**config.mk**
```make
export PLATFORM = sky130hd
export DESIGN_NAME = mibench_call_driver_flat
export DESIGN_NICKNAME = d
export VERILOG_FILES = /design/src/rtl/mibench_drv_pkg.sv /design/src/rtl/mibench_call_driver_if.sv /design/src/rtl/mibench_result_fifo.sv /design/src/rtl/mibench_call_driver.sv /design/src/flat_wrapper.sv
export SDC_FILE = /design/constraint.sdc
export NUM_CORES = 1
export LEC_CHECK = 0
export CAP_MARGIN = 20
export CORE_AREA = 4 4 254 256
export CTS_BUF_LIST = sky130_fd_sc_hd__clkbuf_4
export DETAILED_ROUTE_END_ITERATION = 12
export DIE_AREA = 0 0 258 260
export GPL_TIMING_DRIVEN = 1
export PLACE_DENSITY = 0.83
export SYNTH_ARGS = -nofsm -noshare
export SYNTH_HDL_FRONTEND = slang
export SYNTH_HIERARCHICAL = 1
export SYNTH_SLANG_ARGS = --single-unit
```
**constraint.sdc**
```tcl
create_clock -name clock -period 8.6 [get_ports clock]
set_clock_uncertainty 0.2 [all_clocks]
set_input_delay 0.86 -clock clock [delete_from_list [all_inputs] [get_ports clock]]
set_output_delay 0.86 -clock clock [all_outputs]
set_load 0.05 [all_outputs]
```
**src/rtl/mibench_drv_pkg.sv**
```systemverilog
// Shared types and defaults for the mibench call driver: FSM states and the
// (index, returndata) result entry carried through the result FIFO.
package mibench_drv_pkg;

    localparam int FIFO_DEPTH_DEF = 8;
    localparam int CNT_W_DEF      = 16;

    typedef enum logic [1:0] {
        IDLE,
        ISSUE,
        DRAIN,
        FINISH
    } state_e;

    typedef struct packed {
        logic [31:0] idx;
        logic [31:0] data;
    } result_t;

endpackage

```
**src/rtl/mibench_call_driver_if.sv**
```systemverilog
// Host command/result and component call/return signals of the call driver.
// master = the driver itself, slave = host plus component side.
interface mibench_call_driver_if
    import mibench_drv_pkg::*;
#(
    parameter int CNT_W = CNT_W_DEF
);
    logic             cmd_valid;
    logic             cmd_ready;
    logic [31:0]      cmd_base;
    logic [CNT_W-1:0] cmd_count;

    logic             comp_start;
    logic             comp_busy;
    logic [31:0]      comp_idx;
    logic             comp_done;
    logic             comp_stall;
    logic [31:0]      comp_returndata;

    logic             res_valid;
    logic             res_ready;
    logic [31:0]      res_data;
    logic [31:0]      res_idx;

    logic             job_done;
    logic [31:0]      job_sum;
    logic             active;

    modport master (
        input  cmd_valid, cmd_base, cmd_count,
        input  comp_busy, comp_done, comp_returndata,
        input  res_ready,
        output cmd_ready,
        output comp_start, comp_idx, comp_stall,
        output res_valid, res_data, res_idx,
        output job_done, job_sum, active
    );

    modport slave (
        output cmd_valid, cmd_base, cmd_count,
        output comp_busy, comp_done, comp_returndata,
        output res_ready,
        input  cmd_ready,
        input  comp_start, comp_idx, comp_stall,
        input  res_valid, res_data, res_idx,
        input  job_done, job_sum, active
    );

endinterface

```
**src/rtl/mibench_result_fifo.sv**
```systemverilog
// Show-ahead FIFO of (index, data) results: head is visible the cycle after
// the push, and push with pop is accepted even when full.
module mibench_result_fifo
    import mibench_drv_pkg::*;
#(
    parameter  int DEPTH = FIFO_DEPTH_DEF,
    localparam int AW    = $clog2(DEPTH)
) (
    input  logic    clock,
    input  logic    resetn,
    input  logic    push,
    input  result_t push_data,
    input  logic    pop,
    output result_t head,
    output logic    full,
    output logic    empty,
    output logic [AW:0] count
);
    localparam logic [AW:0] FULL_CNT = (AW+1)'(DEPTH);

    result_t       mem [DEPTH];
    logic [AW-1:0] wr_ptr_q, wr_ptr_d;
    logic [AW-1:0] rd_ptr_q, rd_ptr_d;
    logic [AW:0]   count_q, count_d;
    logic          do_push, do_pop;

    always_comb begin
        do_pop   = pop & (count_q != '0);
        do_push  = push & ((count_q != FULL_CNT) | do_pop);
        wr_ptr_d = wr_ptr_q + AW'(do_push);
        rd_ptr_d = rd_ptr_q + AW'(do_pop);
        count_d  = count_q + (AW+1)'(do_push) - (AW+1)'(do_pop);
    end

    always_ff @(posedge clock or negedge resetn) begin
        if (!resetn) begin
            wr_ptr_q <= '0;
            rd_ptr_q <= '0;
            count_q  <= '0;
        end else begin
            wr_ptr_q <= wr_ptr_d;
            rd_ptr_q <= rd_ptr_d;
            count_q  <= count_d;
        end
    end

    // Storage carries no reset; only the pointers define validity.
    always_ff @(posedge clock) begin
        if (do_push) begin
            mem[wr_ptr_q] <= push_data;
        end
    end

    assign head  = mem[rd_ptr_q];
    assign full  = (count_q == FULL_CNT);
    assign empty = (count_q == '0);
    assign count = count_q;

endmodule

```
**src/rtl/mibench_call_driver.sv**
```systemverilog
// Issues one component call per index of a host job, collects the in-order
// returns into a result FIFO and reports a per-job sum and completion pulse.
module mibench_call_driver
    import mibench_drv_pkg::*;
#(
    parameter int FIFO_DEPTH = FIFO_DEPTH_DEF,
    parameter int CNT_W      = CNT_W_DEF
) (
    input  logic                  clock,
    input  logic                  resetn,
    mibench_call_driver_if.master bus
);
    localparam int          AW      = $clog2(FIFO_DEPTH);
    localparam logic [AW:0] DEPTH_C = (AW+1)'(FIFO_DEPTH);

    state_e           state_q, state_d;
    logic [31:0]      base_q, base_d;
    logic [CNT_W-1:0] job_cnt_q, job_cnt_d;
    logic [CNT_W-1:0] issued_q, issued_d;
    logic [CNT_W-1:0] received_q, received_d;
    logic [AW:0]      outst_q, outst_d;
    logic [31:0]      sum_q, sum_d;
    logic [31:0]      comp_idx_q, comp_idx_d;
    logic [31:0]      job_sum_q, job_sum_d;
    logic             comp_start_q, comp_start_d;
    logic             job_done_q, job_done_d;

    logic        fifo_full, fifo_empty;
    logic [AW:0] fifo_cnt, fifo_cnt_next, credit_next;
    logic        call_acc, res_acc, res_counted, pop;
    result_t     push_entry, head;

    assign call_acc    = comp_start_q & ~bus.comp_busy;
    assign res_acc     = bus.comp_done & ~fifo_full;
    assign res_counted = res_acc & (state_q != IDLE);
    assign pop         = ~fifo_empty & bus.res_ready;
    assign push_entry  = '{idx: base_q + 32'(received_q), data: bus.comp_returndata};

    always_comb begin
        state_d    = state_q;
        base_d     = base_q;
        job_cnt_d  = job_cnt_q;
        issued_d   = issued_q + CNT_W'(call_acc);
        received_d = received_q + CNT_W'(res_counted);
        outst_d    = outst_q + (AW+1)'(call_acc) - (AW+1)'(res_counted);
        sum_d      = res_counted ? sum_q + bus.comp_returndata : sum_q;
        comp_idx_d = call_acc ? comp_idx_q + 32'd1 : comp_idx_q;

        case (state_q)
            IDLE: begin
                if (bus.cmd_valid) begin
                    base_d     = bus.cmd_base;
                    job_cnt_d  = bus.cmd_count;
                    issued_d   = '0;
                    received_d = '0;
                    sum_d      = '0;
                    comp_idx_d = bus.cmd_base;
                    state_d    = (bus.cmd_count != '0) ? ISSUE : FINISH;
                end
            end
            ISSUE: begin
                if (call_acc && issued_d == job_cnt_q) begin
                    state_d = DRAIN;
                end
            end
            DRAIN: begin
                if (received_q == job_cnt_q && outst_q == '0) begin
                    state_d = FINISH;
                end
            end
            default: state_d = IDLE;
        endcase

        // Credit is evaluated on next-cycle occupancy so a registered start
        // never over-commits FIFO space, even across the issue cycle itself.
        fifo_cnt_next = fifo_cnt + (AW+1)'(res_acc) - (AW+1)'(pop);
        credit_next   = DEPTH_C - fifo_cnt_next - outst_d;
        comp_start_d  = (comp_start_q & bus.comp_busy)
                      | ((state_d == ISSUE) & (issued_d < job_cnt_d) & (credit_next != '0));

        job_done_d = (state_d == FINISH);
        job_sum_d  = (state_d == FINISH) ? sum_d : job_sum_q;
    end

    always_ff @(posedge clock or negedge resetn) begin
        if (!resetn) begin
            state_q      <= IDLE;
            base_q       <= '0;
            job_cnt_q    <= '0;
            issued_q     <= '0;
            received_q   <= '0;
            outst_q      <= '0;
            sum_q        <= '0;
            comp_idx_q   <= '0;
            job_sum_q    <= '0;
            comp_start_q <= 1'b0;
            job_done_q   <= 1'b0;
        end else begin
            state_q      <= state_d;
            base_q       <= base_d;
            job_cnt_q    <= job_cnt_d;
            issued_q     <= issued_d;
            received_q   <= received_d;
            outst_q      <= outst_d;
            sum_q        <= sum_d;
            comp_idx_q   <= comp_idx_d;
            job_sum_q    <= job_sum_d;
            comp_start_q <= comp_start_d;
            job_done_q   <= job_done_d;
        end
    end

    mibench_result_fifo #(.DEPTH(FIFO_DEPTH)) u_fifo (
        .clock     (clock),
        .resetn    (resetn),
        .push      (res_acc),
        .push_data (push_entry),
        .pop       (pop),
        .head      (head),
        .full      (fifo_full),
        .empty     (fifo_empty),
        .count     (fifo_cnt)
    );

    assign bus.cmd_ready  = (state_q == IDLE);
    assign bus.comp_start = comp_start_q;
    assign bus.comp_idx   = comp_idx_q;
    assign bus.comp_stall = fifo_full;
    assign bus.res_valid  = ~fifo_empty;
    assign bus.res_data   = head.data;
    assign bus.res_idx    = head.idx;
    assign bus.job_done   = job_done_q;
    assign bus.job_sum    = job_sum_q;
    assign bus.active     = (state_q != IDLE);

endmodule
```
**src/flat_wrapper.sv**
```systemverilog
// flat-port wrapper written by rule: the top's interface ports become plain ports
module mibench_call_driver_flat import mibench_drv_pkg::*;
#(
    parameter int FIFO_DEPTH = FIFO_DEPTH_DEF,
    parameter int CNT_W      = CNT_W_DEF
)
  (clock, resetn, bus_cmd_valid, bus_cmd_base, bus_cmd_count, bus_comp_busy, bus_comp_done, bus_comp_returndata, bus_res_ready, bus_cmd_ready, bus_comp_start, bus_comp_idx, bus_comp_stall, bus_res_valid, bus_res_data, bus_res_idx, bus_job_done, bus_job_sum, bus_active);
  mibench_call_driver_if #(.CNT_W(CNT_W)) bus_i ();
  input  logic clock;
  input  logic resetn;
  input wire logic [$bits(bus_i.cmd_valid)-1:0] bus_cmd_valid;
  input wire logic [$bits(bus_i.cmd_base)-1:0] bus_cmd_base;
  input wire logic [$bits(bus_i.cmd_count)-1:0] bus_cmd_count;
  input wire logic [$bits(bus_i.comp_busy)-1:0] bus_comp_busy;
  input wire logic [$bits(bus_i.comp_done)-1:0] bus_comp_done;
  input wire logic [$bits(bus_i.comp_returndata)-1:0] bus_comp_returndata;
  input wire logic [$bits(bus_i.res_ready)-1:0] bus_res_ready;
  output wire logic [$bits(bus_i.cmd_ready)-1:0] bus_cmd_ready;
  output wire logic [$bits(bus_i.comp_start)-1:0] bus_comp_start;
  output wire logic [$bits(bus_i.comp_idx)-1:0] bus_comp_idx;
  output wire logic [$bits(bus_i.comp_stall)-1:0] bus_comp_stall;
  output wire logic [$bits(bus_i.res_valid)-1:0] bus_res_valid;
  output wire logic [$bits(bus_i.res_data)-1:0] bus_res_data;
  output wire logic [$bits(bus_i.res_idx)-1:0] bus_res_idx;
  output wire logic [$bits(bus_i.job_done)-1:0] bus_job_done;
  output wire logic [$bits(bus_i.job_sum)-1:0] bus_job_sum;
  output wire logic [$bits(bus_i.active)-1:0] bus_active;
  assign bus_i.cmd_valid = bus_cmd_valid;
  assign bus_i.cmd_base = bus_cmd_base;
  assign bus_i.cmd_count = bus_cmd_count;
  assign bus_i.comp_busy = bus_comp_busy;
  assign bus_i.comp_done = bus_comp_done;
  assign bus_i.comp_returndata = bus_comp_returndata;
  assign bus_i.res_ready = bus_res_ready;
  assign bus_cmd_ready = bus_i.cmd_ready;
  assign bus_comp_start = bus_i.comp_start;
  assign bus_comp_idx = bus_i.comp_idx;
  assign bus_comp_stall = bus_i.comp_stall;
  assign bus_res_valid = bus_i.res_valid;
  assign bus_res_data = bus_i.res_data;
  assign bus_res_idx = bus_i.res_idx;
  assign bus_job_done = bus_i.job_done;
  assign bus_job_sum = bus_i.job_sum;
  assign bus_active = bus_i.active;
  mibench_call_driver #(.FIFO_DEPTH(FIFO_DEPTH), .CNT_W(CNT_W)) u_core (.clock(clock), .resetn(resetn), .bus(bus_i));
endmodule
```
Yosys cells after proc, flatten, opt, wreduce, memory -nomap -nowiden
Memory sizes are Yosys's and may differ from the RTL's.
Index checks and enable logic that the tools add are counted.
{"block": "word_totals", "n_memories": 1, "ramBits": 512, "register_bits": 194, "in_bits": 86}
{"memory": "u_core.u_fifo.mem", "words": 8, "word_bits": 64, "read_ports": 1, "rd_ports_with_merged_regs": 0, "wr": 1, "line": "mibench_result_fifo.sv:21", "rtl": "result_t mem [DEPTH];"}
{"block": "classes", "n_eq_ne": 8, "muxes": 19, "order_cmp": 1, "reduce_logical": 10, "add_sub_neg": 15, "bitwise_logic": 14}
{"operator": "$mux 32", "count": 6}
{"operator": "$mux 16", "count": 6}
{"operator": "$add 16x1->16", "count": 2}
{"operator": "$add 32x1->32 const B", "count": 1}
{"operator": "$add 32x16->32", "count": 1}
{"operator": "$add 32x32->32", "count": 1}
{"operator": "$eq 16x16->1", "count": 2}
{"operator": "$lt 16x16->1", "count": 1}
{"operator": "$reduce_bool 16->1", "count": 1}
{"operator": "$add 4x1->4", "count": 3}
{"operator": "$sub 4x1->4", "count": 3}
{"operator": "$and 1x1->1", "count": 9}
{"operator": "$logic_not 4->1", "count": 2}
{"operator": "$mux 2", "count": 4}
{"operator": "$reduce_bool 4->1", "count": 2}
{"operator": "$add 3x1->3", "count": 2}
{"operator": "$pmux 2 s3", "count": 1}
{"operator": "$eq 2x1->1 const B", "count": 2}
{"operator": "$eq 2x2->1 const B", "count": 2}
{"operator": "$eq 4x4->1 const B", "count": 1}
{"operator": "$ne 4x4->1 const B", "count": 1}
{"operator": "$sub 4x4->4", "count": 1}
{"operator": "$sub 4x4->4 const A", "count": 1}
{"operator": "$not 1->1", "count": 3}
{"operator": "6 further kinds", "count": 9}

Longest topological paths before layout
{"block": "logic_depth", "ltp_word": 11, "depth_mapped": 24, "mapped_depth_nobuf": 22}

Modules after synthesis
Netlist, hierarchy kept.
{"mod": "mibench_result_fifo", "instances": 1, "cells_per_inst": 792, "seq_area_each_um2": 15625.0, "area_per_inst_um2": 19796.5}
{"mod": "mibench_call_driver", "instances": 1, "cells_per_inst": 1194, "seq_area_each_um2": 4604.4, "area_per_inst_um2": 11149.4}

Worst setup path after synthesis
No wires, ideal clock.
{"block": "synth_path", "kind": "register to register", "startpoint": "register u_core.u_fifo.count_q[2] (netlist: u_core/u_fifo/count[2])", "endpoint": "memory u_core/u_fifo/mem[2][0] in the netlist's numbering, enable pin", "slack_ns": -0.293, "arrival_time_ns": 8.027, "path_buffers": 0, "setup_time_ns": 0.666, "synth_period_minus_slack_ns": 8.893, "path_stages_with_launch": 8, "t_required_ns": 7.734, "path_cell_list": "dfrtp_1 -> inv_1 -> ha_1 -> or3b_2 -> inv_1 -> nor2b_1 -> o21ai_2 -> nor4b_1"}
{"element": "start: declaration", "line": "mibench_result_fifo.sv:24", "rtl": "logic [AW:0] count_q, count_d;"}
{"element": "start signal: assignment", "line": "mibench_result_fifo.sv:43", "rtl": "count_q <= count_d;"}
{"element": "$eq 4x4->1", "line": "mibench_result_fifo.sv:55", "rtl": "assign full = (count_q == FULL_CNT);"}
{"element": "net bus_comp_stall", "line": "flat_wrapper.sv:21", "rtl": "output wire logic [$bits(bus_i.comp_stall)-1:0] bus_comp_stall;"}
{"element": "$not 1->1", "line": "mibench_call_driver.sv:34", "rtl": "assign res_acc = bus.comp_done & ~fifo_full;"}
{"element": "$and 1x1->1", "line": "mibench_call_driver.sv:34"}
{"element": "net u_core.res_acc", "line": "mibench_call_driver.sv:30", "rtl": "logic call_acc, res_acc, res_counted, pop;"}
{"element": "$and 1x1->1", "line": "mibench_result_fifo.sv:29", "rtl": "do_push = push & ((count_q != FULL_CNT) | do_pop);"}
{"element": "$mux 1", "line": "mibench_result_fifo.sv:49", "rtl": "if (do_push) begin"}
{"element": "$mux 1 (implied by the code)", "line": "mibench_result_fifo.sv:50", "rtl": "mem[wr_ptr_q] <= push_data;"}
{"element": "end: declaration", "line": "mibench_result_fifo.sv:21"}
The timed path passes the listed nets, and every way through them passes these cells.

Worst setup path in the final report
{"block": "layout_path", "startpoint": "register u_core.u_fifo.count_q[2] (netlist: u_core/u_fifo/count[2])", "endpoint": "register u_core.comp_start_q (netlist: u_core/bus.comp_start)"}
{"element": "$eq 4x4->1", "line": "mibench_result_fifo.sv:55"}
{"element": "$not 1->1", "line": "mibench_call_driver.sv:34"}
{"element": "$and 1x1->1", "line": "mibench_call_driver.sv:34"}
{"element": "net u_core.res_acc", "line": "mibench_call_driver.sv:30"}
{"element": "$and 1x1->1", "line": "mibench_call_driver.sv:35", "rtl": "assign res_counted = res_acc & (state_q != IDLE);"}
{"element": "$sub 4x1->4", "line": "mibench_call_driver.sv:45", "rtl": "outst_d = outst_q + (AW+1)'(call_acc) - (AW+1)'(res_counted);"}
{"element": "net u_core.outst_d[1]", "line": "mibench_call_driver.sv:21", "rtl": "logic [AW:0] outst_q, outst_d;"}
{"element": "$sub 4x4->4", "line": "mibench_call_driver.sv:77", "rtl": "credit_next = DEPTH_C - fifo_cnt_next - outst_d;"}
{"element": "$reduce_bool 4->1", "line": "mibench_call_driver.sv:79", "rtl": "| ((state_d == ISSUE) & (issued_d < job_cnt_d) & (credit_next != '0));"}
{"element": "$and 1x1->1", "line": "mibench_call_driver.sv:79"}
{"element": "$or 1x1->1", "line": "mibench_call_driver.sv:79"}
{"element": "net u_core.comp_start_d", "line": "mibench_call_driver.sv:25", "rtl": "logic comp_start_q, comp_start_d;"}
{"element": "end signal: assignment", "line": "mibench_call_driver.sv:108", "rtl": "comp_start_q <= comp_start_d;"}
{"element": "end: declaration", "line": "mibench_call_driver.sv:25"}
The timed path passes the listed nets, and every way through them passes these cells.
A chain may end at the register's enable or synchronous reset.

==> impl_metrics.json <==
{
  "status": "completed",
  "ctsHoldBuffers": 1,
  "synth_async_sr_flop_share_pct": 27.48,
  "syn_area_mm2": 0.03095,
  "pin_count": 220,
  "vias": 18630,
  "synthToLayoutAreaGrowth_pct": 17.64,
  "critPathArrivalTime_ns": 6.28,
  "ys_seq_elements": 706,
  "rows": 92,
  "clkLatencyLatePin_ns": 0.98,
  "synth_edf_count": 512,
  "htreeDepth": 4,
  "synth_cells": 1986,
  "fp.dieH_um": 260,
  "nets": 2512,
  "place_congestion": 0.9006,
  "cap_violations": 0,
  "clockBufferDepth": 3,
  "syn-mean-instance-area_um2": 15.58,
  "grt_overflow_total": 0,
  "worst_pin_slew_ns": 1.101,
  "criticalPathCategory": "flip-flop to flip-flop",
  "synth.distinct_cells": 74,
  "cts_tree": "built",
  "synth_top_area_cell": "edfxtp_1",
  "final_common_cell": "edfxtp_1",
  "p_per_area_mw_per_mm2": 325.8,
  "syn_nets": 2164,
  "fin_crit_ns": 5.579,
  "initial_core_util_pct": 49.51,
  "yosysSeqAreaShare_pct": 65.37,
  "cts_resized": 0,
  "port_buffers": 219,
  "worstHoldPathType": "input port to flip-flop",
  "cts.sinks": 706,
  "finalSetupViolCount": 0,
  "cp_max_fo": 32,
  "slew_headroom_pct": 26.33,
  "dp_hpwl_um": 45510,
  "antenna_found_initial": 10,
  "period_share_pct": 64.87,
  "yosysWarnings": 6,
  "core_mm2": 0.06250,
  "drt_iter0_drc": 1497,
  "multiInputGateArea_mm2": 0.01018,
  "drt_pass1_iterations": 6,
  "final_cell_mix": "edfxtp_1 (512), clkbuf_4 (250), clkdlybuf4s50_1 (218)",
  "p_leak_nw": 13.95,
  "dieArea_mm2": 0.06708,
  "clkTransAtPathRegs_ns": 0.07,
  "finalHoldViolCount": 0,
  "antenna_left": 0,
  "clock.fmax_ghz": 0.1792,
  "ys_top_cells_by_area": "edfxtp_1 (50%), dfrtp_1 (16%), mux4_2 (9.3%)",
  "cts_setup_buffers": 0,
  "cp.required_ns": 9.30,
  "grt_max_degree": 121,
  "final_util_pct": 58.24,
  "grt_pass1_vias": 19450,
  "regArea_mm2": 0.02024,
  "drive_gt1_share_pct": 22.13,
  "drv_slew": 0,
  "globalRouteTotalUtil_pct": 21.74,
  "wl_per_cell_um": 21.65,
  "fp.dieW_um": 258,
  "rsz0062_at_grt": "false",
  "viasPerCell": 5.600,
  "clock-root-buffer": "clkbuf_4",
  "synthDominantCellAreaShare_pct": 49.68,
  "critPathCaptureType": "flip-flop",
  "drc": 0,
  "ir_drop_mv": 0.2259,
  "cp-start-kind": "flip-flop",
  "final.fill_count": 4644,
  "synth_ff_type": "edfxtp_1",
  "grt_pass1_wl_um": 112000,
  "cts_buffers": 171,
  "placedCellCount": 3001,
  "routed_wl_um": 72040,
  "final_cells": 3327
}
Yosys cell counts (all sizes together), types with 5 or more instances:
cell    number
a21oi       63
and2        14
xor2        75
fa           7
nor2        78
nor4        12
a31oi       12
mux2        89
buf         35
nand2b      12
o21a         6
mux4       128
edfxtp     512
o21ai       87
or3         13
nand4       17
and4         5
nand2      203
inv         56
xnor2       69
nor2b       12
dfrtp      194
nand3       31
ha          85
and3        14
nor3        19
mux2i       22
a21o        27
clkbuf      35
nor4b        8
state kept, by name (all words and copies together) (netlist names):
register and count:
u_core/bus.job_done 1, u_core/outst_q 4, u_core/received_q 16, u_core/u_fifo/rd_ptr_q 3
u_core/sum_q 32, u_core/bus.comp_idx 32, u_core/issued_q 16, u_core/u_fifo/count 4
u_core/bus.job_sum 32, u_core/bus.comp_start 1, u_core/u_fifo/wr_ptr_q 3, u_core/base_q 32
u_core/state_q 2, u_core/u_fifo/mem 512, u_core/job_cnt_q 16
metal layers:
layer / vias to the layer above / GRT usage (%) / routed length [um]
met4: 4 / 7.913 / 2088
met1: 9397 / 28.40 / 29710
li1: 8373 / - / -
met3: 136 / 6.476 / 5163
met2: 722 / 34.94 / 35050
met5: - / 0 / 27
power breakdown:
group	leakage, nW	internal (mW)	switching [mW]
clock network	1.29	1.38	1.32
logic	5.40	1.93	2.72
registers	7.26	4.23	0.286
total	13.9	7.54	4.32
metrics by stage:
stage / hold WS (ns) / total power [mW] / worst slack [ns] / instance area (um^2) / TNS, ns
3_3_place_gp: 0.2700 / 9.100 / 2.610 / 34040 / 0
6_report: 0.2530 / 11.86 / 3.021 / 36400 / 0
4_1_cts: 0.1192 / 11.97 / 2.615 / 36260 / 0
5_1_grt: 0.1630 / 12.51 / 2.712 / 36400 / 0
2_1_floorplan: 0.2524 / 7.911 / -0.2929 / 30950 / -37.42
3_5_place_dp: 0.2730 / 9.228 / 2.361 / 34070 / 0
critical path, cell delays in order (launching register included):
cell	delay, ns
dfrtp_1	0.39
inv_1	0.11
ha_1	0.17
or3b_2	0.48
inv_1	0.09
nor2b_1	0.08
nand2_1	0.33
buf_16	0.22
inv_1	0.05
buf_4	0.24
ha_1	0.32
inv_1	0.04
ha_1	0.20
fa_1	0.51
inv_1	0.06
fa_1	0.51
ha_1	0.15
inv_1	0.05
fa_1	0.37
xnor2_1	0.14
xnor2_1	0.20
xnor2_1	0.10
a31oi_1	0.19
o311ai_0	0.14
o21ai_0	0.15
logic make-up (layout without fill, tap and decap cells):
| family | after synthesis | in the layout | synth area share (%) |
|---|---|---|---|
| AND/OR/NAND/NOR | 448 | 448 | 6.865 |
| AO/OA/AOI/OAI | 231 | 231 | 4.617 |
| multiplexers | 239 | 239 | 13.27 |
| flip-flops | 706 | 706 | 65.37 |
| adder cells (fa/ha/maj) | 92 | 92 | 3.890 |
| XOR/XNOR | 144 | 144 | 4.076 |
| buffers and inverters | 126 | 612 | 1.916 |
| other | 0 | 9 | 0 |
final timing paths:
| path | endpoint | startpoint | slack [ns] | depth (start not counted) |
|---|---|---|---|---|
| setup / recovery | u_core/bus.comp_start | u_core/u_fifo/count[2] | 3.02 | 24 |
| hold / removal | u_core/base_q[28] | bus_cmd_base[28] | 0.25 | 3 |
| setup reg to reg | u_core/bus.comp_start | u_core/u_fifo/count[2] | 3.02 | 24 |
| hold reg to reg | u_core/base_q[14] | u_core/base_q[14] | 0.29 | 2 |
| max in group asynchronous | u_core/u_fifo/rd_ptr_q[1] | resetn | 6.11 | 3 |
| min in group asynchronous | u_core/bus.comp_idx[23] | resetn | 0.41 | 2 |
cell type report:
| type | count | share of cell area, % |
|---|---|---|
| Clock buffer | 250 | 5.155 |
| Sequential cell | 706 | 55.60 |
| Inverter | 56 | 0.5774 |
| Multi-Input combinational cell | 1154 | 27.96 |
| Timing Repair Buffer | 245 | 6.898 |
| Tap cell | 846 | 2.908 |
| Clock inverter | 61 | 0.8386 |
| Antenna cell | 9 | 0.06186 |
Power figures use the tool's default switching activity.
